===== config.mk =====
export PLATFORM = sky130hd
export DESIGN_NAME = scan_decoder
export DESIGN_NICKNAME = d
export VERILOG_FILES = /design/src/rtl/scan_dec_pkg.sv /design/src/rtl/scan_decoder_onehot_dec.sv /design/src/rtl/scan_decoder.sv
export SDC_FILE = /design/constraint.sdc
export NUM_CORES = 1
export LEC_CHECK = 0
export ABC_AREA = 1
export ABC_CLOCK_PERIOD_IN_PS = 1800
export CORE_MARGIN = 8
export CORE_UTILIZATION = 30
export CTS_CLUSTER_DIAMETER = 50
export DETAILED_ROUTE_END_ITERATION = 12
export GPL_TIMING_DRIVEN = 0
export HOLD_SLACK_MARGIN = 0.06
export PLACE_DENSITY = 0.62
export SYNTH_ARGS = -nofsm -noshare
export SYNTH_HDL_FRONTEND = slang
export SYNTH_SLANG_ARGS = --single-unit

===== constraint.sdc =====
create_clock -name clk -period 1.8 [get_ports clk]
set_input_delay 0.36 -clock clk [delete_from_list [all_inputs] [get_ports clk]]
set_output_delay 0.36 -clock clk [all_outputs]
set_load 0.01 [all_outputs]

===== src/rtl/scan_dec_pkg.sv =====
// scan_dec_pkg: mode codes and FSM state type shared by the scan decoder
package scan_dec_pkg;
  localparam logic [1:0] MODE_DIRECT = 2'b00;
  localparam logic [1:0] MODE_SCAN_ONCE = 2'b01;
  localparam logic [1:0] MODE_SCAN_LOOP = 2'b10;
  typedef enum logic {IDLE, SCAN} state_t;
endpackage


===== src/rtl/scan_decoder_onehot_dec.sv =====
// onehot_dec: combinational SEL_W-to-2**SEL_W one-hot decoder; idx_i index, en_i enable, d_o one-hot (all 0 when disabled)
module onehot_dec #(
  parameter int SEL_W = 3,
  localparam int OUT_W = 2**SEL_W
) (
  input  logic [SEL_W-1:0] idx_i,
  input  logic             en_i,
  output logic [OUT_W-1:0] d_o
);
  always_comb d_o = OUT_W'(en_i) << idx_i;
endmodule


===== src/rtl/scan_decoder.sv =====
// scan_decoder: registered one-hot decoder with once/loop scan; in clk,rst,en,mode,sel,start,stop; out d,idx,busy,done
module scan_decoder
  import scan_dec_pkg::*;
#(
  parameter int SEL_W = 3,
  parameter int DWELL = 1,
  parameter bit ACTIVE_LOW = 1'b0,
  localparam int OUT_W = 2**SEL_W,
  localparam int CNT_W = $clog2(DWELL) + 1
) (
  input  logic             clk,
  input  logic             rst,
  input  logic             en,
  input  logic [1:0]       mode,
  input  logic [SEL_W-1:0] sel,
  input  logic             start,
  input  logic             stop,
  output logic [OUT_W-1:0] d,
  output logic [SEL_W-1:0] idx,
  output logic             busy,
  output logic             done
);
  state_t state_q, state_d;
  logic [1:0] mode_q, mode_d;
  logic [SEL_W-1:0] idx_q, idx_d;
  logic [CNT_W-1:0] cnt_q, cnt_d;
  logic [OUT_W-1:0] d_q, d_d, dec;
  logic busy_q, done_q, done_d, dec_en, scan_req, last, fin;
  always_comb begin
    scan_req = mode == MODE_SCAN_ONCE || mode == MODE_SCAN_LOOP;
    last = cnt_q == CNT_W'(DWELL - 1);
    fin = mode_q == MODE_SCAN_ONCE && idx_q == SEL_W'(OUT_W - 1);
    state_d = state_q;
    mode_d = mode_q;
    idx_d = idx_q;
    cnt_d = cnt_q;
    done_d = 1'b0;
    dec_en = 1'b0;
    if (state_q == IDLE) begin
      if (start && !stop && scan_req) begin
        state_d = SCAN;
        mode_d = mode;
        idx_d = sel;
        cnt_d = '0;
        dec_en = en;
      end else if (!scan_req) begin
        idx_d = sel;
        dec_en = en;
      end
    end else if (stop) begin
      state_d = IDLE;
    end else if (en) begin
      cnt_d = last ? '0 : cnt_q + CNT_W'(1);
      if (last && fin) begin
        state_d = IDLE;
        done_d = 1'b1;
      end else begin
        idx_d = last ? idx_q + SEL_W'(1) : idx_q;
        dec_en = 1'b1;
      end
    end
    d_d = dec ^ {OUT_W{ACTIVE_LOW}};
  end
  onehot_dec #(.SEL_W(SEL_W)) u_dec (.idx_i(idx_d), .en_i(dec_en), .d_o(dec));
  always_ff @(posedge clk or posedge rst) begin
    if (rst) begin
      state_q <= IDLE;
      mode_q <= MODE_DIRECT;
      idx_q <= '0;
      cnt_q <= '0;
      d_q <= {OUT_W{ACTIVE_LOW}};
      busy_q <= 1'b0;
      done_q <= 1'b0;
    end else begin
      state_q <= state_d;
      mode_q <= mode_d;
      idx_q <= idx_d;
      cnt_q <= cnt_d;
      d_q <= d_d;
      busy_q <= state_d == SCAN;
      done_q <= done_d;
    end
  end
  assign d = d_q;
  assign idx = idx_q;
  assign busy = busy_q;
  assign done = done_q;
endmodule


# [After elaboration in Yosys (flattened, before gate mapping)]
# Cells that the tools add are included.
[totals] output_inout_bits=13 inputBits=10 ff_bits=16
[classes] n_reduce_logical=9 n_mux=26 shifts=1 eq_ne=6 bitwise=2 add_sub_neg=2
[op_table] operator="2-to-1 mux 3 bit" n=7
[op_table] operator="2-to-1 mux 1 bit" n=19
[op_table] operator="<< shifter 1 x 3 -> 8 bit" n=1
[op_table] operator="equality test 2 x 1 -> 1 bit (second input constant)" n=2
[op_table] operator="logical AND 1 bit" n=4
[op_table] operator="!= test 2 bit (second input constant)" n=2
[op_table] operator="adder 3 x 1 -> 3 bit (second input constant)" n=1
[op_table] operator="equality test 3 bit (second input constant)" n=1
[op_table] operator="AND reduction 3 bit" n=1
[op_table] operator="equality test 2 bit (second input constant)" n=1
[op_table] operator="inverter 1 bit" n=2
[op_table] operator="AND reduction 2 bit" n=1
[op_table] operator="nonzero test 2 bit" n=1
[op_table] operator="adder 1 bit (second input constant)" n=1
[op_table] operator="logical NOT 1 bit" n=1
[op_table] operator="logical OR 1 bit" n=1

# [Longest topological paths before layout]
[depth] word_depth=8 ltp_mapped=8

# [By module]
# Synthesis repeated with hierarchy kept, for this count alone.
[unflattened] hier_cells=91 area_unflattened_um2=747.0
[by_module_without_submodules] mod="scan_decoder" area_per_inst_um2=685.7 cells_each=76 instances=1
[by_module_without_submodules] mod="onehot_dec" area_per_inst_um2=61.3 cells_each=15 instances=1

# [Least setup slack after synthesis]
# OpenSTA, ideal clock, no wires.
[synth_timing] kind="register -> register" start="register idx_q[0] (netlist: idx[0])" end="register d_q[4] (netlist: d[4])" n_path_buf=0 stages_incl_launch_ff=9 arrival_ps=1364 slack_ps=315 setup_time_ps=121 t_required_ps=1679 period_less_slack_ps=1485 path_cell_list="dfrtp_1 -> ha_1 -> ha_1 -> nand3_4 -> nand2_2 -> nand2_1 -> nand3_1 -> nand3_2 -> nor3_1"
[synth_via] elab_chain_len=8 word_cells_on_any_way=16
[synth_rtl] element="start, declared" line_no="scan_decoder.sv:25" text="logic [SEL_W-1:0] idx_q, idx_d;"
[synth_rtl] element="start signal, assigned" line_no="scan_decoder.sv:77" text="idx_q <= idx_d;"
[synth_rtl] element="parallel branches: the longest is 7 deep, another holds adder 3 x 1 -> 3 bit"
[synth_rtl] element="<< shifter 1 x 3 -> 8 bit (*)" line_no="scan_decoder_onehot_dec.sv:10" text="always_comb d_o = OUT_W'(en_i) << idx_i;"
[synth_rtl] element="net d_d[4]" line_no="scan_decoder.sv:27" text="logic [OUT_W-1:0] d_q, d_d, dec;"
[synth_rtl] element="end signal, assigned" line_no="scan_decoder.sv:71" text="d_q <= {OUT_W{ACTIVE_LOW}};"
[synth_rtl] element="end, declared" line_no="scan_decoder.sv:27"
# Mark *: on every way through the listed nets, which the timed path passes.
# A chain may end at the register's enable or synchronous reset.

# [Worst setup path after layout]
[layout_timing] start="register idx_q[2] (netlist: idx[2])" end="output port idx[2]"
[layout_lines] element="end, declared" line_no="scan_decoder.sv:19" text="output logic [SEL_W-1:0] idx,"
# No word-level cell between the ends.

==> flow_metrics.env <==
export IMPL_run_status="finished, final reports clean"
export IMPL_clkLatencyLatePin_ns=0.27
export IMPL_synthesis_area_sq_um=911
export IMPL_post_synth_top_cells="sky130_fd_sc_hd__nand2_1 (20), sky130_fd_sc_hd__nand3_1 (18), sky130_fd_sc_hd__dfrtp_1 (15), sky130_fd_sc_hd__inv_1 (13)"
export IMPL_die_width_um=71.1
export IMPL_cts_hold_buffers=0
export IMPL_post_synthesis_net_count=118
export IMPL_yosys_register_bits=15
export IMPL_synth_yosys_seq_area_share=0.412
export IMPL_finalCritPeriodShare=0.918
export IMPL_met3_length_um=114
export IMPL_setup_tns_ns=0
export IMPL_detailed_router_iteration_count_before_antenna_repair=4
export IMPL_internal_power_uw=593
export IMPL_top_signal_layer_used="met4"
export IMPL_comb_power_share=0.347
export IMPL_synth_top_cell_area_share=0.412
export IMPL_setup_viol_count_final=0
export IMPL_grt_pass1_vias=789
export IMPL_measured_slew_at_the_worst_slew_check_pin_ns=0.523
export IMPL_syn_inst=106
export IMPL_cts_repair_timing_setup_buffer_count=0
export IMPL_worstPathBufferInverterCount=1
export IMPL_wl_met2_um=893
export IMPL_power_share_clock=0.201
export IMPL_worstPathMaxFanout=5
export IMPL_m1WireLength_um=862
export IMPL_port_buffers=22
export IMPL_global_route_wire_length_before_repair_um=3640
export IMPL_p_seq_frac=0.452
export IMPL_fmax_ghz=0.605
export IMPL_synth_warning_count=0
export IMPL_crit_path_max_incr_delay_ns=0.58
export IMPL_drt_total_wl_um=1910
export IMPL_synthDistinctLibCells=20
export IMPL_synth_ff_type="sky130_fd_sc_hd__dfrtp_1"
export IMPL_crit_path_top_delay_cell="sky130_fd_sc_hd__clkdlybuf4s50_1"
export IMPL_unrepaired_setup_endpoints_after_global_routing="false"
export IMPL_route_detailed_drc=0
export IMPL_wl_per_cell_um=11.5
export IMPL_dpl_hpwl_um=1580
export IMPL_numClockSinks=15
export IMPL_yosys_area_top_type="sky130_fd_sc_hd__dfrtp_1"
export IMPL_floorplan_rows=20
export IMPL_route_antenna_remaining_nets=0
export IMPL_clk_pin_slew_worst_paths_ns=0.08
export IMPL_die_h_um=71.1
export IMPL_coreArea_sq_mm=0.00298
export IMPL_io_pins=23
export IMPL_asyncSetResetFlopFracSynth=1.00
export IMPL_cp_required_ns=1.44
export IMPL_vias_per_cell=4.75
export IMPL_irDropWorstVdd_uv=225
export IMPL_skew_ns=0.00216
export IMPL_psw_uw=302
export IMPL_clk_path_buf_depth=2
export IMPL_grt_max_degree=16
export IMPL_yosys_cell_count_top_type="sky130_fd_sc_hd__nand2_1"
export IMPL_fp_dieArea_sq_mm=0.00506
export IMPL_layout_nets=145
export IMPL_cts_tree="built"
export IMPL_report_final_slew_viol_count=0
export IMPL_detailroute_via_count=784
export IMPL_ctsRootBufferMaster="sky130_fd_sc_hd__clkbuf_4"
export IMPL_pwr_density_cell_mw_per_mm2=745
export IMPL_global_route_usage_total=0.0871
export IMPL_kind_of_cell_adding_the_most_delay_to_the_critical_path="buffers and inverters"
export IMPL_final_gp_congestion=0.781
export IMPL_post_route_cells_drive_above_1_share=0.212
export IMPL_synth_area_leaders="sky130_fd_sc_hd__dfrtp_1 (41%), sky130_fd_sc_hd__nand3_1 (9.9%), sky130_fd_sc_hd__nand3_2 (8.8%), sky130_fd_sc_hd__nand2_1 (8.2%), sky130_fd_sc_hd__inv_1 (5.4%)"
export IMPL_hold_class="input port to asynchronous set/reset pin"
export IMPL_area_growth_synth_to_final_pct=31.9
export IMPL_n_antenna_cell=0
export IMPL_arrival_ns=1.29
export IMPL_worstSetupPathType="register to primary output"
export IMPL_timing_max_slew_rel_slack=0.651
export IMPL_report_final_hold_viol_count=0
export IMPL_timing_critical_path_from_type="register"
export IMPL_hold_worst_slack_ns=0.425
export IMPL_finalCriticalPeriod_ns=1.65
export IMPL_setup_worst_path_end_class="primary output"
export IMPL_cts_repair_resize_count=0
export IMPL_worstPathCellList="clkdlybuf4s50_1"
export IMPL_swShare=0.337
export IMPL_drt_iter0_markers=8
export IMPL_cts_htree_levels=1
export IMPL_cts_buffers=3
export IMPL_start_util=0.306
export IMPL_syn_mean_instance_area_sq_um=8.59
export IMPL_grt_antenna_before_repair=0
export IMPL_leakage_nw=0.578
export IMPL_number_of_flops_mapped_to_enable_cells_by_yosys=0
export IMPL_overflow=0
export IMPL_timing_max_cap_violations=0
-- power groups by stage --
stage	Combinational (mW)	Clock (mW)	Sequential, mW
floorplan	0.197	0	0.413
global placement	0.307	0	0.409
detailed placement	0.315	0	0.409
CTS	0.315	0.185	0.403
global route	0.355	0.208	0.412
finish	0.311	0.180	0.405
-- per-layer routing --
| layer | vias up | track usage |
|---|---|---|
| li1 | 408 | - |
| met1 | 354 | 0.110 |
| met2 | 20 | 0.133 |
| met3 | 2 | 0.0155 |
| met4 | 0 | 0.0554 |
| met5 | - | 0 |
-- path summary, 6_finish.rpt --
path                           start   endpoint  slack [ns]  cells after the start
min reg2reg                mode_q[1]  mode_q[1]        0.51                      1
max in group asynchronous        rst     idx[1]        1.00                      2
min in group clk           mode_q[1]  mode_q[1]        0.51                      1
min                              rst       busy        0.43                      2
max                           idx[2]     idx[2]        0.15                      1
max reg2reg                   idx[0]       d[6]        0.19                      7
-- state kept, by name, summed over array words and instances (netlist names) --
| name | cells |
|---|---|
| busy | 1 |
| d | 8 |
| done | 1 |
| idx | 3 |
| mode_q | 2 |
-- layout by cell type (no fill, tap or decap), drive strengths merged --
cell type and instances:
nand2 29, nand3 28, clkdlybuf4s50 22, inv 15
dfrtp 15, nor3 8, clkbuf 4, o21ai 2
ha 2, nor2 2, buf 1, nand4 1
nand3b 1, nor4 1, o21a 1
-- cells by family (layout without fill, tap and decap cells) --
kind of cell,count (synthesis),count (layout),synth area share
compound gates,3,3,0.0192
fa+ha+maj,2,2,0.0275
buf+inv,16,42,0.0728
flops,15,15,0.412
simple gates,70,70,0.468
-- per-stage QoR --
stage | cell area, sq um | total power [mW] | cells | utilization | setup slack [ns]
2_1_floorplan | 911 | 0.609 | 106 | - | 0.315
3_3_place_gp | 1170 | 0.717 | 161 | 0.394 | 0.0738
3_5_place_dp | 1170 | 0.724 | 161 | 0.394 | 0.0568
4_1_cts | 1200 | 0.904 | 165 | 0.403 | 0.100
5_1_grt | 1200 | 0.976 | 165 | 0.403 | 0.0104
6_report | 1200 | 0.895 | 165 | 0.403 | 0.148
-- final cells by class --
cell class / count / area, sq um
Fill cell: 313 / 1780
Buffer: 1 / 7.51
Tap cell: 33 / 41.3
Timing Repair Buffer: 22 / 220
Sequential cell: 15 / 378
Multi-Input combinational cell: 75 / 469
Inverter: 15 / 58.8
Clock buffer: 4 / 26.3
Note: power is estimated with default switching activity, not from simulation.
